**src/rtl/cpu_pkg.sv**
```systemverilog
// Shared CPU definitions: opcodes, instruction field positions and fetch-stage types.
package cpu_pkg;

  localparam int PC_W    = 16;
  localparam int OPC_MSB = 15;
  localparam int OPC_LSB = 12;

  localparam logic [3:0] ADD = 4'h0;
  localparam logic [3:0] SUB = 4'h1;
  localparam logic [3:0] AND = 4'h2;
  localparam logic [3:0] OR  = 4'h3;
  localparam logic [3:0] XOR = 4'h4;
  localparam logic [3:0] SHL = 4'h5;
  localparam logic [3:0] SHR = 4'h6;
  localparam logic [3:0] LD  = 4'h7;
  localparam logic [3:0] ST  = 4'h8;
  localparam logic [3:0] LDI = 4'h9;
  localparam logic [3:0] BEQ = 4'hA;
  localparam logic [3:0] BNE = 4'hB;
  localparam logic [3:0] JAL = 4'hC;
  localparam logic [3:0] JR  = 4'hD;
  localparam logic [3:0] NOP = 4'hE;
  localparam logic [3:0] HLT = 4'hF;

  typedef enum logic [1:0] {
    IDLE      = 2'd0,
    FETCH     = 2'd1,
    HALT_PEND = 2'd2,
    HALTED    = 2'd3
  } fetch_state_e;

  typedef struct packed {
    logic [PC_W-1:0] pc;
    logic [15:0]     instr;
  } fetch_entry_t;

  function automatic logic [3:0] opcode(input logic [15:0] word);
    return word[OPC_MSB:OPC_LSB];
  endfunction

endpackage

```
**src/rtl/fetch_fifo.sv**
```systemverilog
// Two-entry decode buffer holding {pc, instr}; flush empties it, push+pop when full is legal.
module fetch_fifo
  import cpu_pkg::*;
(
  input  logic         clk,
  input  logic         rst_n,
  input  logic         push,
  input  logic         pop,
  input  logic         flush,
  input  fetch_entry_t din,
  output fetch_entry_t dout,
  output logic [1:0]   count
);

  fetch_entry_t mem [2];
  logic         wr_ptr;
  logic         rd_ptr;
  logic         do_push;
  logic         do_pop;

  always_comb begin
    do_pop  = pop && (count != 2'd0);
    do_push = push && ((count != 2'd2) || do_pop);
    dout    = mem[rd_ptr];
  end

  always_ff @(posedge clk or negedge rst_n) begin
    if (!rst_n) begin
      for (int unsigned i = 0; i < 2; i++) mem[i] <= '0;
      wr_ptr <= 1'b0;
      rd_ptr <= 1'b0;
      count  <= 2'd0;
    end else if (flush) begin
      wr_ptr <= 1'b0;
      rd_ptr <= 1'b0;
      count  <= 2'd0;
    end else begin
      // When full, the slot written is the one being popped this cycle.
      if (do_push) begin
        mem[wr_ptr] <= din;
        wr_ptr      <= ~wr_ptr;
      end
      if (do_pop) rd_ptr <= ~rd_ptr;
      count <= count + {1'b0, do_push} - {1'b0, do_pop};
    end
  end

endmodule

```
**src/rtl/fetch_unit.sv**
```systemverilog
// Instruction fetch stage: PC, single-outstanding imem reads, decode FIFO, redirect and HLT.
// Optional FETCH_PERF_CNT_EN adds fetch_cnt / stall_cnt performance counters.
module fetch_unit
  import cpu_pkg::*;
#(
  parameter logic [PC_W-1:0] RESET_PC   = 16'h0000,
  parameter int              FIFO_DEPTH = 2
) (
  input  logic            clk,
  input  logic            rst_n,
  output logic            imem_req,
  output logic [PC_W-1:0] imem_addr,
  input  logic            imem_rvalid,
  input  logic [15:0]     imem_rdata,
  input  logic            redirect,
  input  logic [PC_W-1:0] redirect_pc,
  output logic            instr_valid,
  output logic [15:0]     instr,
  output logic [PC_W-1:0] instr_pc,
  input  logic            dec_ready,
  output logic            halted
`ifdef FETCH_PERF_CNT_EN
  ,
  output logic [15:0]     fetch_cnt,
  output logic [15:0]     stall_cnt
`endif
);

  fetch_state_e    state, state_nxt;
  logic [PC_W-1:0] pc, pc_nxt;
  logic [PC_W-1:0] tag, tag_nxt;
  logic            outstanding, outstanding_nxt;
  logic            stale, stale_nxt;

  logic            fifo_push, fifo_pop, fifo_flush;
  fetch_entry_t    fifo_din, fifo_dout;
  logic [1:0]      fifo_count;

  logic            accept;
  logic            resp;
  logic            do_redirect;
  logic [2:0]      inflight;

  fetch_fifo u_fifo (
    .clk   (clk),
    .rst_n (rst_n),
    .push  (fifo_push),
    .pop   (fifo_pop),
    .flush (fifo_flush),
    .din   (fifo_din),
    .dout  (fifo_dout),
    .count (fifo_count)
  );

  always_comb begin
    instr_valid = (fifo_count != 2'd0);
    instr       = fifo_dout.instr;
    instr_pc    = fifo_dout.pc;
    imem_addr   = pc;
    halted      = (state == HALTED);
  end

  always_comb begin
    state_nxt       = state;
    pc_nxt          = pc;
    tag_nxt         = tag;
    outstanding_nxt = outstanding;
    stale_nxt       = stale;
    fifo_push       = 1'b0;
    fifo_pop        = 1'b0;
    fifo_flush      = 1'b0;
    fifo_din        = '{pc: tag, instr: imem_rdata};
    imem_req        = 1'b0;

    accept      = instr_valid && dec_ready;
    resp        = imem_rvalid && outstanding;
    do_redirect = redirect && ((state == FETCH) || (state == HALT_PEND));
    inflight    = {1'b0, fifo_count} + {2'b00, outstanding};

    if (resp) begin
      outstanding_nxt = 1'b0;
      stale_nxt       = 1'b0;
    end

    if (state == IDLE) begin
      state_nxt = FETCH;
    end else if (do_redirect) begin
      // A read still in flight is marked stale; one returning this cycle is simply dropped.
      fifo_flush = 1'b1;
      pc_nxt     = redirect_pc;
      state_nxt  = FETCH;
      if (outstanding && !resp) stale_nxt = 1'b1;
    end else begin
      fifo_pop = accept;
      if (resp && !stale) begin
        fifo_push = 1'b1;
        if (opcode(imem_rdata) == HLT) state_nxt = HALT_PEND;
      end
      if ((state == HALT_PEND) && accept && (opcode(fifo_dout.instr) == HLT))
        state_nxt = HALTED;
      if ((state == FETCH) && !outstanding && (inflight < FIFO_DEPTH[2:0])) begin
        imem_req        = 1'b1;
        tag_nxt         = pc;
        pc_nxt          = pc + 16'd1;
        outstanding_nxt = 1'b1;
      end
    end
  end

  always_ff @(posedge clk or negedge rst_n) begin
    if (!rst_n) begin
      state       <= IDLE;
      pc          <= RESET_PC;
      tag         <= '0;
      outstanding <= 1'b0;
      stale       <= 1'b0;
    end else begin
      state       <= state_nxt;
      pc          <= pc_nxt;
      tag         <= tag_nxt;
      outstanding <= outstanding_nxt;
      stale       <= stale_nxt;
    end
  end

`ifdef FETCH_PERF_CNT_EN
  always_ff @(posedge clk or negedge rst_n) begin
    if (!rst_n) begin
      fetch_cnt <= '0;
      stall_cnt <= '0;
    end else if (state != HALTED) begin
      if (accept) fetch_cnt <= fetch_cnt + 16'd1;
      if (instr_valid && !dec_ready) stall_cnt <= stall_cnt + 16'd1;
    end
  end
`endif

endmodule

```
**config.mk**
```make
export PLATFORM = sky130hd
export DESIGN_NAME = fetch_unit
export DESIGN_NICKNAME = d
export VERILOG_FILES = /design/src/rtl/cpu_pkg.sv /design/src/rtl/fetch_fifo.sv /design/src/rtl/fetch_unit.sv
export SDC_FILE = /design/constraint.sdc
export NUM_CORES = 1
export LEC_CHECK = 0
export BUFFER_PORTS_ARGS = -buffer_cell sky130_fd_sc_hd__buf_2
export CORE_MARGIN = 1.5
export CORE_UTILIZATION = 50
export CTS_CLUSTER_DIAMETER = 120
export CTS_CLUSTER_SIZE = 20
export DETAILED_ROUTE_END_ITERATION = 6
export GPL_ROUTABILITY_DRIVEN = 0
export PLACE_DENSITY = 0.69
export SLEW_MARGIN = 0
export SYNTH_ARGS = -nofsm -noshare
export SYNTH_HDL_FRONTEND = slang
export SYNTH_SLANG_ARGS = --single-unit
```
**constraint.sdc**
```tcl
create_clock -name clk -period 2.7 [get_ports clk]
set_input_delay 0.405 -clock clk [delete_from_list [all_inputs] [get_ports clk]]
set_output_delay 0.405 -clock clk [all_outputs]
set_load 0.05 [all_outputs]
```
# == Word-level counts from Yosys, hierarchy flattened ==
# Index checks and enable logic that the tools add are counted.
# totals
regBits,104
inputBits,37
# classes
add_sub_neg,4
n_lt_le_gt_ge,4
eq_ne,6
muxes,36
bitwise,7
n_reduce_logical,28
# op_table
op,count
$mux W32,4
$bwmux W64,1
$demux W32 S1,1
$mux W16,2
$mux W1,22
$add A16 B1 Y16 const B,1
$logic_and A1 B1 Y1,12
$mux W2,6
$eq A4 B4 Y1 const B,2
$reduce_bool A2 Y1,4
$reduce_bool A4 Y1,2
$reduce_and A2 Y1,3
$not A1 Y1,5
$eq A2 B2 Y1 const B,2
$ge A2 B2 Y1 const B,2
$not A1 Y2,2
$add A2 B1 Y3,1
$logic_not A1 Y1,3
$lt A3 B2 Y1 const B,1
$reduce_and A3 Y1,1
$add A2 B1 Y2,1
$eq A2 B1 Y1 const B,1
$logic_not A2 Y1,1
$logic_or A1 B1 Y1,2
3 further kinds,3

# == Longest topological paths before layout ==
# Gate-level depths: netlist of run 1.
# depth
word_depth,11
ltp_mapped,9

# == Modules after synthesis ==
# Synthesis of run 1 repeated with hierarchy kept, for this count alone.
# hier_totals
cells_unflattened,381
hier_area_um2,4998.5
# by_module_without_submodules
module,instances,cells_per_inst,area_per_inst_um2
fetch_fifo,1,193,3096.7
fetch_unit,1,188,1901.8

# == Worst setup path after synthesis of run 1 ==
# Ideal clock, no wire load.
# synth_path
path_kind,flip-flop to output port
start,register state[0]
end,output port imem_req
arrival_ns,1.825
t_required_ns,2.295
setup_slack_ns,0.470
stages_incl_launch_ff,8
n_path_buf,2
cell_sequence,dfrtp_1 > inv_1 > ha_1 > and2_1 > clkbuf_1 > or3_4 > buf_6 > inv_1
# synth_between
elab_chain_len,6
word_cells_on_any_way,10
cone_classes,2 x eq/ne; 3 x mux; 5 x reduce/logical
# synth_rtl
element,line,text
from (decl),fetch_unit.sv:29,"fetch_state_e state, state_nxt;"
from (signal assigned),fetch_unit.sv:118,state <= state_nxt;
$eq A2 B1 Y1,"fetch_unit.sv:77, fetch_unit.sv:101",
$logic_and A1 B1 Y1 (2 in series),fetch_unit.sv:101,if ((state == FETCH) && !outstanding && (inflight < FIFO_DEPTH[2:0])) begin
$mux W1,fetch_unit.sv:101,
$mux W1,fetch_unit.sv:87,end else if (do_redirect) begin
$mux W1 *,fetch_unit.sv:85,if (state == IDLE) begin
to (decl),fetch_unit.sv:11,"output logic imem_req,"
# Mark *: on every way between the ends. The rest lies on a longest branch, timed or not.

# == Final worst setup path of run 1 ==
# Same ends and word-level chain as after synthesis.

==> metrics.csv, run 1 <==
stage,metric,value,unit
timing,fin_setup_tns,0,ps
timing,setup_slack,127,ps
floorplanning,ioPinCount,88,
yosys,synth_compound_area_frac,0.0860,
routing,vias,3319,
yosys,synthAdderAreaFrac,0.0127,
grt,grt_pass1_wl,16400,µm
yosys,synth-edff-count,0,
yosys,syn_area_per_cell,12.6,µm²
cells_and_area,layout.nets,509,
routing,drt_first_iter_violations,100,
timing,fmax,0.389,GHz
timing,setup_viol,0,
power,ir_worst_vdd,0.524,mV
timing,slew_headroom,0.602,
timing,finClkSkew,15.1,ps
yosys,async_flop_share,1.00,
yosys,ys_types,41,
cells_and_area,multi_input_area,2160,µm²
grt,grt-ovfl-total,0,
grt,use_met1,0.278,
routing,detail_route.vias_per_cell,5.50,
floorplanning,start_util,0.509,
grt,grt_usage,0.202,
cts,cts_buffers,9,
grt,met3_usage,0.0335,
cells_and_area,area_growth,15.8,%
cells_and_area,fin_util,0.590,
cts,root_buffer,clkbuf_8,
cts,path_clk_slew,100,ps
setup_path,startpoint_type,flip-flop,
yosys,yosys.area_share.simple,0.0761,
yosys,synth_xor_xnor_area_share,0,
yosys,syn-instance-count,390,
routing,postRouteAntennaNets,0,
yosys,synthFlopType,dfrtp_1,
status,status,completed,
timing,finalCritPeriodShare,0.953,
flow_run,maxCapViolCount,0,
timing,rsz0062_at_grt,no,
timing,slew_viol_final,0,
timing,fin_crit,2570,ps
cts,clkSinkCount,104,
routing,drcViolationCount,0,
yosys,ys_seq_area_frac,0.528,
floorplanning,fp.coreArea,9680,µm²
grt,busiest_layer,met2,
setup_path,critPathCaptureType,output port,
cts,cts_tree,done,
setup_path,critical_path_class,reg -> out,
cells_and_area,final_layout_size_suffix_gt1_frac,0.478,
yosys,yosys_warnings,0,
power,p_leak,2.67,nW
floorplanning,dieArea,10500,µm²
grt,grt_max_degree,60,
grt,antenna_found_initial,0,
timing,worst_hold_slack,48.2,ps
cells_and_area,diodes,0,
yosys,synth-seq-cells,104,
routing,drt_pass1_iterations,4,
grt,grtUsageMet2,0.315,
setup_path,cp_max_fo,14,
floorplanning,fp.dieH,102,µm
cells_and_area,nFillCells,792,
cts,postCtsSetupBuffers,0,
cts,htree_num_levels,3,
yosys,synth_mux_area_frac,0.262,
power,power,0.00646,W
cts,insertion_delay,360,ps
power,p_per_area,1130,nW/µm²
cells_and_area,ff_latch_area,2600,µm²
yosys,synthesis.nets,432,
cells_and_area,final_common_cell,dfrtp_1,
grt,grt_pass1_vias,3286,
yosys,synth_top_family_by_area,multiplexers,
setup_path,cp.required,2300,ps
timing,worstMarginPinSlew,597,ps
yosys,synth.cell_area,4930,µm²
routing,post_drt_wl_per_cell,16.6,µm
min_path,hold_class,in -> async,
placed_design,dpl.hpwl,6760,µm
cells_and_area,mostFrequentLayoutCells,"104 x dfrtp_1, 95 x mux2_2, 85 x buf_2",
floorplanning,die_w,102,µm
cts,clockBufferDepth,2,
placed_design,post-place-ws,474,ps
placed_design,port_buffers,87,
routing,routed_wl,10000,µm
timing,finalHoldViolations,0,
setup_path,cp_data_arrival_time,2170,ps
floorplanning,std_cell_rows,36,
[final timing paths]
path / start / endpoint / slack (ps) / depth (start not counted)
max: state[0] / imem_req / 130 / 7
min: rst_n / u_fifo.mem[25] / 50 / 1
max reg2reg: state[0] / u_fifo.mem[32] / 520 / 7
min reg2reg: u_fifo.mem[30] / u_fifo.mem[30] / 510 / 1
max in group asynchronous: rst_n / u_fifo.count[0] / 1920 / 2
min in group clk: imem_rvalid / stale / 270 / 2
[registers in the layout (all words and copies together), names as in the netlist]
name           flops
u_fifo.mem        64
imem_addr         16
tag               16
state              2
u_fifo.count       2
outstanding        1
stale              1
u_fifo.rd_ptr      1
u_fifo.wr_ptr      1
[worst max-delay path: stages (launching register included)]
cell	delay [ps]
dfrtp_1	390
inv_1	80
ha_1	300
and2_1	170
buf_4	180
or3_4	380
inv_1	90
clkbuf_4	230
[layer usage]
metal / part of all wire / wire length [µm]
met1: 0.49 / 4870
met2: 0.46 / 4630
met5: 0 / 0
met4: 0.020 / 198
met3: 0.032 / 319
[repair_timing]
action,CTS,global route
hold buffers,0,0
resized for setup,0,1
setup endpoints to repair,0,1
[area by class of cell]
cell class | instances | share of cell area
Inverter | 7 | 0.00460
Timing Repair Buffer | 95 | 0.0942
Clock inverter | 5 | 0.0142
Sequential cell | 104 | 0.456
Tap cell | 133 | 0.0291
Clock buffer | 10 | 0.0241
Multi-Input combinational cell | 250 | 0.378
[report_power, final]
part           internal [W]  leakage, nW  switching (W)
logic               0.00104         1.29        0.00174
registers           0.00217         1.27       0.000450
clock network      0.000543        0.108       0.000514
[stage by stage]
stage	instance area [µm²]	std cells
after floorplan	4930	390
after global placement	5490	589
after detailed placement	5490	589
after CTS	5710	604
after global routing	5710	604
final	5710	604
[Yosys cell counts, drive strengths merged, types with 2 or more instances]
cell type	n	area (µm²)
dfrtp	104	2600
a21o	3	22.5
a32oi	2	17.5
nand4	12	75.1
or2	2	12.5
buf	14	92.6
and4	4	35.0
o22ai	8	50.1
nand2	23	86.3
nor3b	3	22.5
clkbuf	15	56.3
nand3	6	30.0
a31oi	3	18.8
o21ai	15	75.1
mux2	109	1280
a2bb2oi	10	87.6
and2	2	12.5
nor3	2	10.0
a21oi	19	98.9
nor2	8	30.0
ha	5	62.6
inv	7	26.3
[logic make-up (layout without fill, tap and decap cells)]
kind of cell    after synthesis  count (layout)
simple gates                 69              69
compound gates               66              66
mux                         110             110
fa+ha+maj                     5               5
buf+inv                      36             117
flops                       104             104
No activity file was read; power rests on OpenSTA's default activity.
==> run 2, diff against run 1 <==
--- a/config.mk
+++ b/config.mk
@@ -5,14 +5,15 @@
 export SDC_FILE = /design/constraint.sdc
 export NUM_CORES = 1
 export LEC_CHECK = 0
+export ABC_CLOCK_PERIOD_IN_PS = 2350
 export BUFFER_PORTS_ARGS = -buffer_cell sky130_fd_sc_hd__buf_2
 export CORE_MARGIN = 1.5
-export CORE_UTILIZATION = 50
+export CORE_UTILIZATION = 45
 export CTS_CLUSTER_DIAMETER = 120
 export CTS_CLUSTER_SIZE = 20
 export DETAILED_ROUTE_END_ITERATION = 6
 export GPL_ROUTABILITY_DRIVEN = 0
-export PLACE_DENSITY = 0.69
+export PLACE_DENSITY = 0.65
 export SLEW_MARGIN = 0
 export SYNTH_ARGS = -nofsm -noshare
 export SYNTH_HDL_FRONTEND = slang
==> constraint.sdc (replaced) <==
create_clock -name clk -period 2.35 [get_ports clk]
set_input_delay 0.3525 -clock clk [delete_from_list [all_inputs] [get_ports clk]]
set_output_delay 0.3525 -clock clk [all_outputs]
set_load 0.05 [all_outputs]
==> run 2 against run 1 <==
  * Critical path depth fell by 1
  * Clock-buffer cell count fell by 1
  * Wire length rose by 0.77%
  * Die area rose by 11%
  * Clock power rose by 6%
  * Final area rose by 0.59%
  * First-iteration DRC count rose by 68%
  * Total power rose by 14%
  * Clock skew fell by 4.8 ps
  * Largest power group unchanged
==> metrics.csv, run 2 (synthesized netlist as in run 1, its figures left out) <==
stage,metric,value,unit,change
placed_design,place_area,5500,µm²,+0.16%
power,combPwrFrac,0.438,,+0.007
cts,htree_num_levels,3,,unchanged
setup_path,slowest_stage,dfrtp_1,,
cells_and_area,mostFrequentLayoutCells,"104 x dfrtp_1, 95 x mux2_2, 85 x buf_2",,
cells_and_area,stdcell_count,616,,+2.0%
cts,clkSinkCount,104,,unchanged
min_path,hold_class,in -> reg,,
floorplanning,ioPinCount,88,,unchanged
routing,postRouteAntennaNets,0,,unchanged
placed_design,post-place-ws,91.6,ps,-383 ps
routing,post_drt_wl_per_cell,16.4,µm,-1.2%
setup_path,crit_chain,inv_2 > ha_1 > or3b_4 > or3_4 > inv_2 > buf_8,,
timing,finalCritPeriodShare,0.970,,
cts,root_buffer,clkbuf_8,,
grt,antenna_found_initial,0,,unchanged
cells_and_area,stdcell_area,5740,µm²,+0.59%
floorplanning,dieArea,11600,µm²,+11%
timing,rsz0062_at_grt,yes,,
setup_path,startpoint_type,flip-flop,,
cts,path_clk_slew,100,ps,about the same
floorplanning,std_cell_rows,38,,+5.6%
routing,drt_first_iter_violations,168,,+68%
timing,setup_slack,70.3,ps,-56.7 ps
routing,drt_pass1_iterations,4,,unchanged
cells_and_area,area_growth,16.5,%,
power,p_leak,2.68,nW,+0.53%
flow_run,maxCapViolCount,0,,unchanged
power,power_frac_seq,0.410,,+0.005
power,ir_worst_vdd,0.614,mV,+17%
timing,fmax,0.439,GHz,
cells_and_area,diodes,0,,unchanged
timing,slew_viol_final,0,,unchanged
power,clkPwrFrac,0.153,,-0.011
power,p_per_area,1280,nW/µm²,+13%
cells_and_area,regMostFlops,u_fifo.mem,,
placed_design,dpl.hpwl,6840,µm,+1.2%
setup_path,critical_path_class,reg -> out,,
cells_and_area,final_layout_size_suffix_gt1_frac,0.487,,+0.00969
setup_path,crit_family,simple AND/OR/NAND/NOR gates,,
cells_and_area,final_common_cell,dfrtp_1,,
placed_design,placed_cells,596,,+1.2%
power,intPower,0.00420,W,+12%
status,status,completed,,
routing,detail_route.vias_per_cell,5.40,,-1.7%
setup_path,critPathMaxStageDelay,400,ps,about the same
setup_path,cp_max_fo,3,,-11
setup_path,path_buf_inv,3,,-1
grt,grt_usage,0.181,,-0.0203
timing,slew_headroom,0.641,,+0.0391
power,swShare,0.427,,+0.00852
routing,vias,3329,,+0.30%
floorplanning,start_util,0.459,,-0.0503
setup_path,cp.required,2000,ps,-300 ps
cells_and_area,layout.nets,513,,+0.79%
timing,setup_viol,0,,unchanged
grt,grt-ovfl-total,0,,unchanged
grt,grt_pass1_wl,16400,µm,about the same
timing,fin_crit,2280,ps,
timing,worstMarginPinSlew,531,ps,-65.9 ps
power,power_switching,0.00314,W,+16%
cells_and_area,largest_reg_flops,64,,unchanged
floorplanning,fp.coreArea,10700,µm²,+11%
cts,cts_tree,done,,
floorplanning,fp.dieH,108,µm,+5.2%
grt,grt_pass1_vias,3248,,-1.2%
setup_path,critPathCaptureType,output port,,
routing,routed_wl,10100,µm,+0.77%
setup_path,path_common_cell,inv_2,,
routing,drcViolationCount,0,,unchanged
cts,insertion_delay,360,ps,about the same
cts,cts_buffers,9,,unchanged
grt,grt_max_degree,81,,+35%
floorplanning,die_w,108,µm,+5.2%
setup_path,reg2reg_slack,170,ps,-350 ps
cts,clockBufferDepth,2,,unchanged
timing,finalHoldViolations,0,,unchanged
setup_path,cp_data_arrival_time,1930,ps,-240 ps
placed_design,port_buffers,87,,unchanged
timing,finClkSkew,10.3,ps,-4.85 ps
-- run 2: cell count changes in the layout (fill, tap and decap cells not counted), sizes merged --
cell / previous run / this run
dlygate4sd3: 0 / 1
clkbuf: 11 / 9
inv: 7 / 10
buf: 94 / 98
bufinv: 2 / 1
-- run 2: power groups by stage --
stage	Clock [W]	Sequential, W	Combinational [W]
after global placement	0	0.00299	0.00317
after floorplan	0	0.00307	0.00243
after global routing	0.00124	0.00312	0.00341
final	0.00112	0.00301	0.00321
after detailed placement	0	0.00304	0.00322
after CTS	0.00117	0.00300	0.00325
-- run 2: cell type report --
cell class | count | area (µm²)
multi-input combinational | 250 | 2160
clock inverter | 7 | 77.6
fill | 978 | 5000
timing repair buffer | 99 | 578
clock buffer | 9 | 124
inverter | 7 | 26.3
sequential | 104 | 2600
tap | 140 | 175
-- run 2: worst paths after layout --
kind                            cells past startpoint            from        endpoint
max in group asynchronous                           3           rst_n  u_fifo.mem[13]
worst max register to register                      7        state[1]         tag[11]
min in group asynchronous                           2           rst_n   u_fifo.mem[0]
worst min register to register                      1  u_fifo.mem[18]  u_fifo.mem[18]
worst max-delay path                                6        state[1]        imem_req
worst min-delay path                                2     imem_rvalid           stale
-- run 2: routing by layer --
metal	wire length [µm]	vias to the layer above	global-route usage
met5	0	-	0
met4	140	0	0.0686
met3	323	11	0.0218
met2	4850	72	0.288
met1	4780	1654	0.255
li1	-	1592	-
-- run 2: repair_timing --
| action | 4_1_cts | 5_1_grt |
|---|---|---|
| cloned | 0 | 0 |
| setup buffers | 2 | 1 |
| gates resized for setup | 5 | 2 |
| endpoints found under the hold margin | 24 | 0 |
| pin swaps | 1 | 2 |
| hold buffers | 1 | 0 |
| endpoints found under the setup margin | 1 | 33 |
-- run 2: stage by stage --
stage / hold slack [ps] / util / total power (W) / TNS [ps]
after detailed placement: 272 / 0.512 / 0.00626 / 0
after global placement: 270 / 0.512 / 0.00616 / 0
after CTS: 197 / 0.534 / 0.00742 / 0
final: 215 / 0.534 / 0.00734 / 0
after global routing: 212 / 0.534 / 0.00777 / -5.15
after floorplan: 56.9 / - / 0.00550 / 0
==> run 3, diff against run 2 <==
--- a/config.mk
+++ b/config.mk
@@ -5,7 +5,7 @@
 export SDC_FILE = /design/constraint.sdc
 export NUM_CORES = 1
 export LEC_CHECK = 0
-export ABC_CLOCK_PERIOD_IN_PS = 2350
+export ABC_CLOCK_PERIOD_IN_PS = 2400
 export BUFFER_PORTS_ARGS = -buffer_cell sky130_fd_sc_hd__buf_2
 export CORE_MARGIN = 1.5
 export CORE_UTILIZATION = 45
@@ -13,7 +13,7 @@
 export CTS_CLUSTER_SIZE = 20
 export DETAILED_ROUTE_END_ITERATION = 6
 export GPL_ROUTABILITY_DRIVEN = 0
-export PLACE_DENSITY = 0.65
+export PLACE_DENSITY = 0.63
 export SLEW_MARGIN = 0
 export SYNTH_ARGS = -nofsm -noshare
 export SYNTH_HDL_FRONTEND = slang
==> constraint.sdc (replaced) <==
create_clock -name clk -period 2.4 [get_ports clk]
set_input_delay 0.36 -clock clk [delete_from_list [all_inputs] [get_ports clk]]
set_output_delay 0.36 -clock clk [all_outputs]
set_load 0.05 [all_outputs]
==> run 3 against run 2 <==
  * Final area is 0.17% lower
  * Die area stayed put
  * Global-route usage hardly changed
  * Critical path depth stayed put
  * Clock power is 13% lower
  * Combinational power is 2% lower
  * First-iteration DRC count is 19% lower
  * Flip-flop and latch count stayed put
  * Register-to-register slack better by 30 ps
  * Critical path type unchanged
  * Largest power group unchanged
==> metrics.csv, run 3 (synthesized netlist as in run 1, its figures left out) <==
stage,metric,value,unit,change
power,power,0.00704,W,-4.1%
timing,fmax,0.430,GHz,
cells_and_area,area_growth,16.3,%,
cells_and_area,regMostFlops,u_fifo.mem,,
timing,finalCritPeriodShare,0.969,,
setup_path,crit_chain,inv_1 > ha_1 > or3b_4 > or3_4 > inv_1 > buf_6,,
floorplanning,die_w,108,µm,unchanged
routing,drcViolationCount,0,,unchanged
grt,grt_max_degree,50,,-38%
cells_and_area,final_layout_size_suffix_gt1_frac,0.488,,about the same
timing,worstMarginPinSlew,608,ps,+77.4 ps
grt,grt-ovfl-total,0,,unchanged
power,p_leak,2.69,nW,+0.53%
timing,finClkSkew,10.2,ps,-0.0486 ps
grt,antenna_found_initial,0,,unchanged
routing,post_drt_wl_per_cell,15.9,µm,-2.8%
timing,slew_headroom,0.595,,-0.0468
cts,insertion_delay,350,ps,about the same
floorplanning,std_cell_rows,38,,unchanged
cts,path_clk_slew,90,ps,about the same
setup_path,slowest_stage,dfrtp_1,,
cts,hold_buffers,0,,-1
setup_path,r2r_cells,7,,unchanged
grt,grt_pass1_wl,16300,µm,-0.42%
setup_path,critPathMaxStageDelay,390,ps,about the same
cts,clkSinkCount,104,,unchanged
setup_path,cp_max_fo,3,,unchanged
power,p_per_area,1230,nW/µm²,-4.0%
cells_and_area,layout.nets,518,,+0.97%
timing,finalHoldViolations,0,,unchanged
cts,htree_num_levels,3,,unchanged
placed_design,port_buffers,87,,unchanged
setup_path,path_common_cell,inv_1,,
cells_and_area,fin_util,0.534,,-0.000932
timing,fin_crit,2330,ps,
cts,cts_tree,done,,
cells_and_area,stdcell_area,5730,µm²,-0.17%
routing,drt_pass1_iterations,4,,unchanged
routing,postRouteAntennaNets,0,,unchanged
power,ir_worst_vdd,0.583,mV,-5.0%
floorplanning,start_util,0.459,,unchanged
placed_design,placed_cells,601,,+0.84%
routing,wl_met2,4790,µm,-1.3%
routing,routed_wl,9880,µm,-2.2%
cells_and_area,mostFrequentLayoutCells,"104 x dfrtp_1, 95 x mux2_2, 85 x buf_2",,
cells_and_area,largest_reg_flops,64,,unchanged
grt,grt_usage,0.181,,about the same
setup_path,reg2reg_slack,200,ps,+30 ps
timing,rsz0062_at_grt,no,,
floorplanning,dieArea,11600,µm²,unchanged
placed_design,dpl.hpwl,6950,µm,+1.7%
routing,drt_first_iter_violations,136,,-19%
setup_path,cp.required,2040,ps,+40 ps
setup_path,critPathCaptureType,output port,,
cts,clockBufferDepth,2,,unchanged
setup_path,startpoint_type,flip-flop,,
floorplanning,fp.dieH,108,µm,unchanged
timing,fin_setup_tns,0,ps,unchanged
cts,root_buffer,clkbuf_8,,
cells_and_area,final_common_cell,dfrtp_1,,
setup_path,timing.rr.start,state[0],,
routing,wl_met1,4560,µm,-4.5%
setup_path,cp_data_arrival_time,1970,ps,+40 ps
routing,detail_route.vias_per_cell,5.40,,about the same
grt,grt_pass1_vias,3233,,-0.46%
cells_and_area,stdcell_count,620,,+0.65%
status,status,completed,,
flow_run,maxCapViolCount,0,,unchanged
timing,setup_viol,0,,unchanged
floorplanning,ioPinCount,88,,unchanged
setup_path,r2r_end,u_fifo.mem[53],,
routing,wl_met3,377,µm,+17%
routing,highest_layer,met4,,
setup_path,critical_path_class,reg -> out,,
placed_design,place_area,5520,µm²,+0.46%
routing,vias,3351,,+0.66%
timing,slew_viol_final,0,,unchanged
floorplanning,fp.coreArea,10700,µm²,unchanged
cts,cts_buffers,9,,unchanged
cells_and_area,diodes,0,,unchanged
min_path,hold_class,in -> async,,
## run 3: cell count changes in the layout (fill, tap and decap cells not counted), moves of 2 or more
cell and change:
buf_4 +7, inv_6 -3, clkbuf_8 +2, inv_1 +2, inv_2 -2
## run 3: how the worst max path moves through the flow
stage | from | end | slack [ps] | depth (start not counted)
2_1_floorplan | state[0] | imem_req | 220 | 7
3_3_place_gp | state[0] | u_fifo.mem[38] | 260 | 7
3_5_place_dp | state[0] | u_fifo.mem[43] | 180 | 7
4_1_cts | state[1] | imem_req | 10 | 6
5_1_grt | state[1] | imem_req | 10 | 6
6_report | state[1] | imem_req | 70 | 6
## run 3: metal layers
layer	vias up	track usage
li1	1602	-
met1	1662	0.248
met2	76	0.298
met5	-	0
met4	0	0.0658
met3	11	0.0212
## run 3: final cells by class
class | count | area (µm²)
Fill cell | 997 | 5010
Sequential cell | 104 | 2600
Multi-Input combinational cell | 250 | 2160
Timing Repair Buffer | 104 | 597
Tap cell | 140 | 175
Clock buffer | 12 | 155
Inverter | 7 | 26.3
Clock inverter | 3 | 17.5
## run 3: what timing repair did
item / in CTS / in global routing
buffers inserted: 2 / 2
resized for setup: 2 / 1
setup endpoints to repair: 1 / 3
pin swaps: 1 / 1
## run 3: power breakdown
group / total (W) / internal (W) / leakage [nW] / switching [W]
clock: 0.000973 / 0.000426 / 0.0882 / 0.000547
combinational: 0.00314 / 0.00119 / 1.34 / 0.00195
sequential: 0.00293 / 0.00244 / 1.27 / 0.000490
total: 0.00704 / 0.00405 / 2.69 / 0.00299
## run 3: through the flow
stage	setup slack (ps)	hold WS [ps]
after floorplan	215	64.4
after global placement	257	415
after detailed placement	176	414
after CTS	10.0	25.2
after global routing	14.4	43.8
final	73.9	15.2
## run 3: critical path, delay by kind of cell (launching register included)
kind                     cells  cell delay [ps]
adder cells (fa/ha/maj)      1              160
buffers and inverters        3              320
flip-flops                   1              390
AND/OR/NAND/NOR              2              750
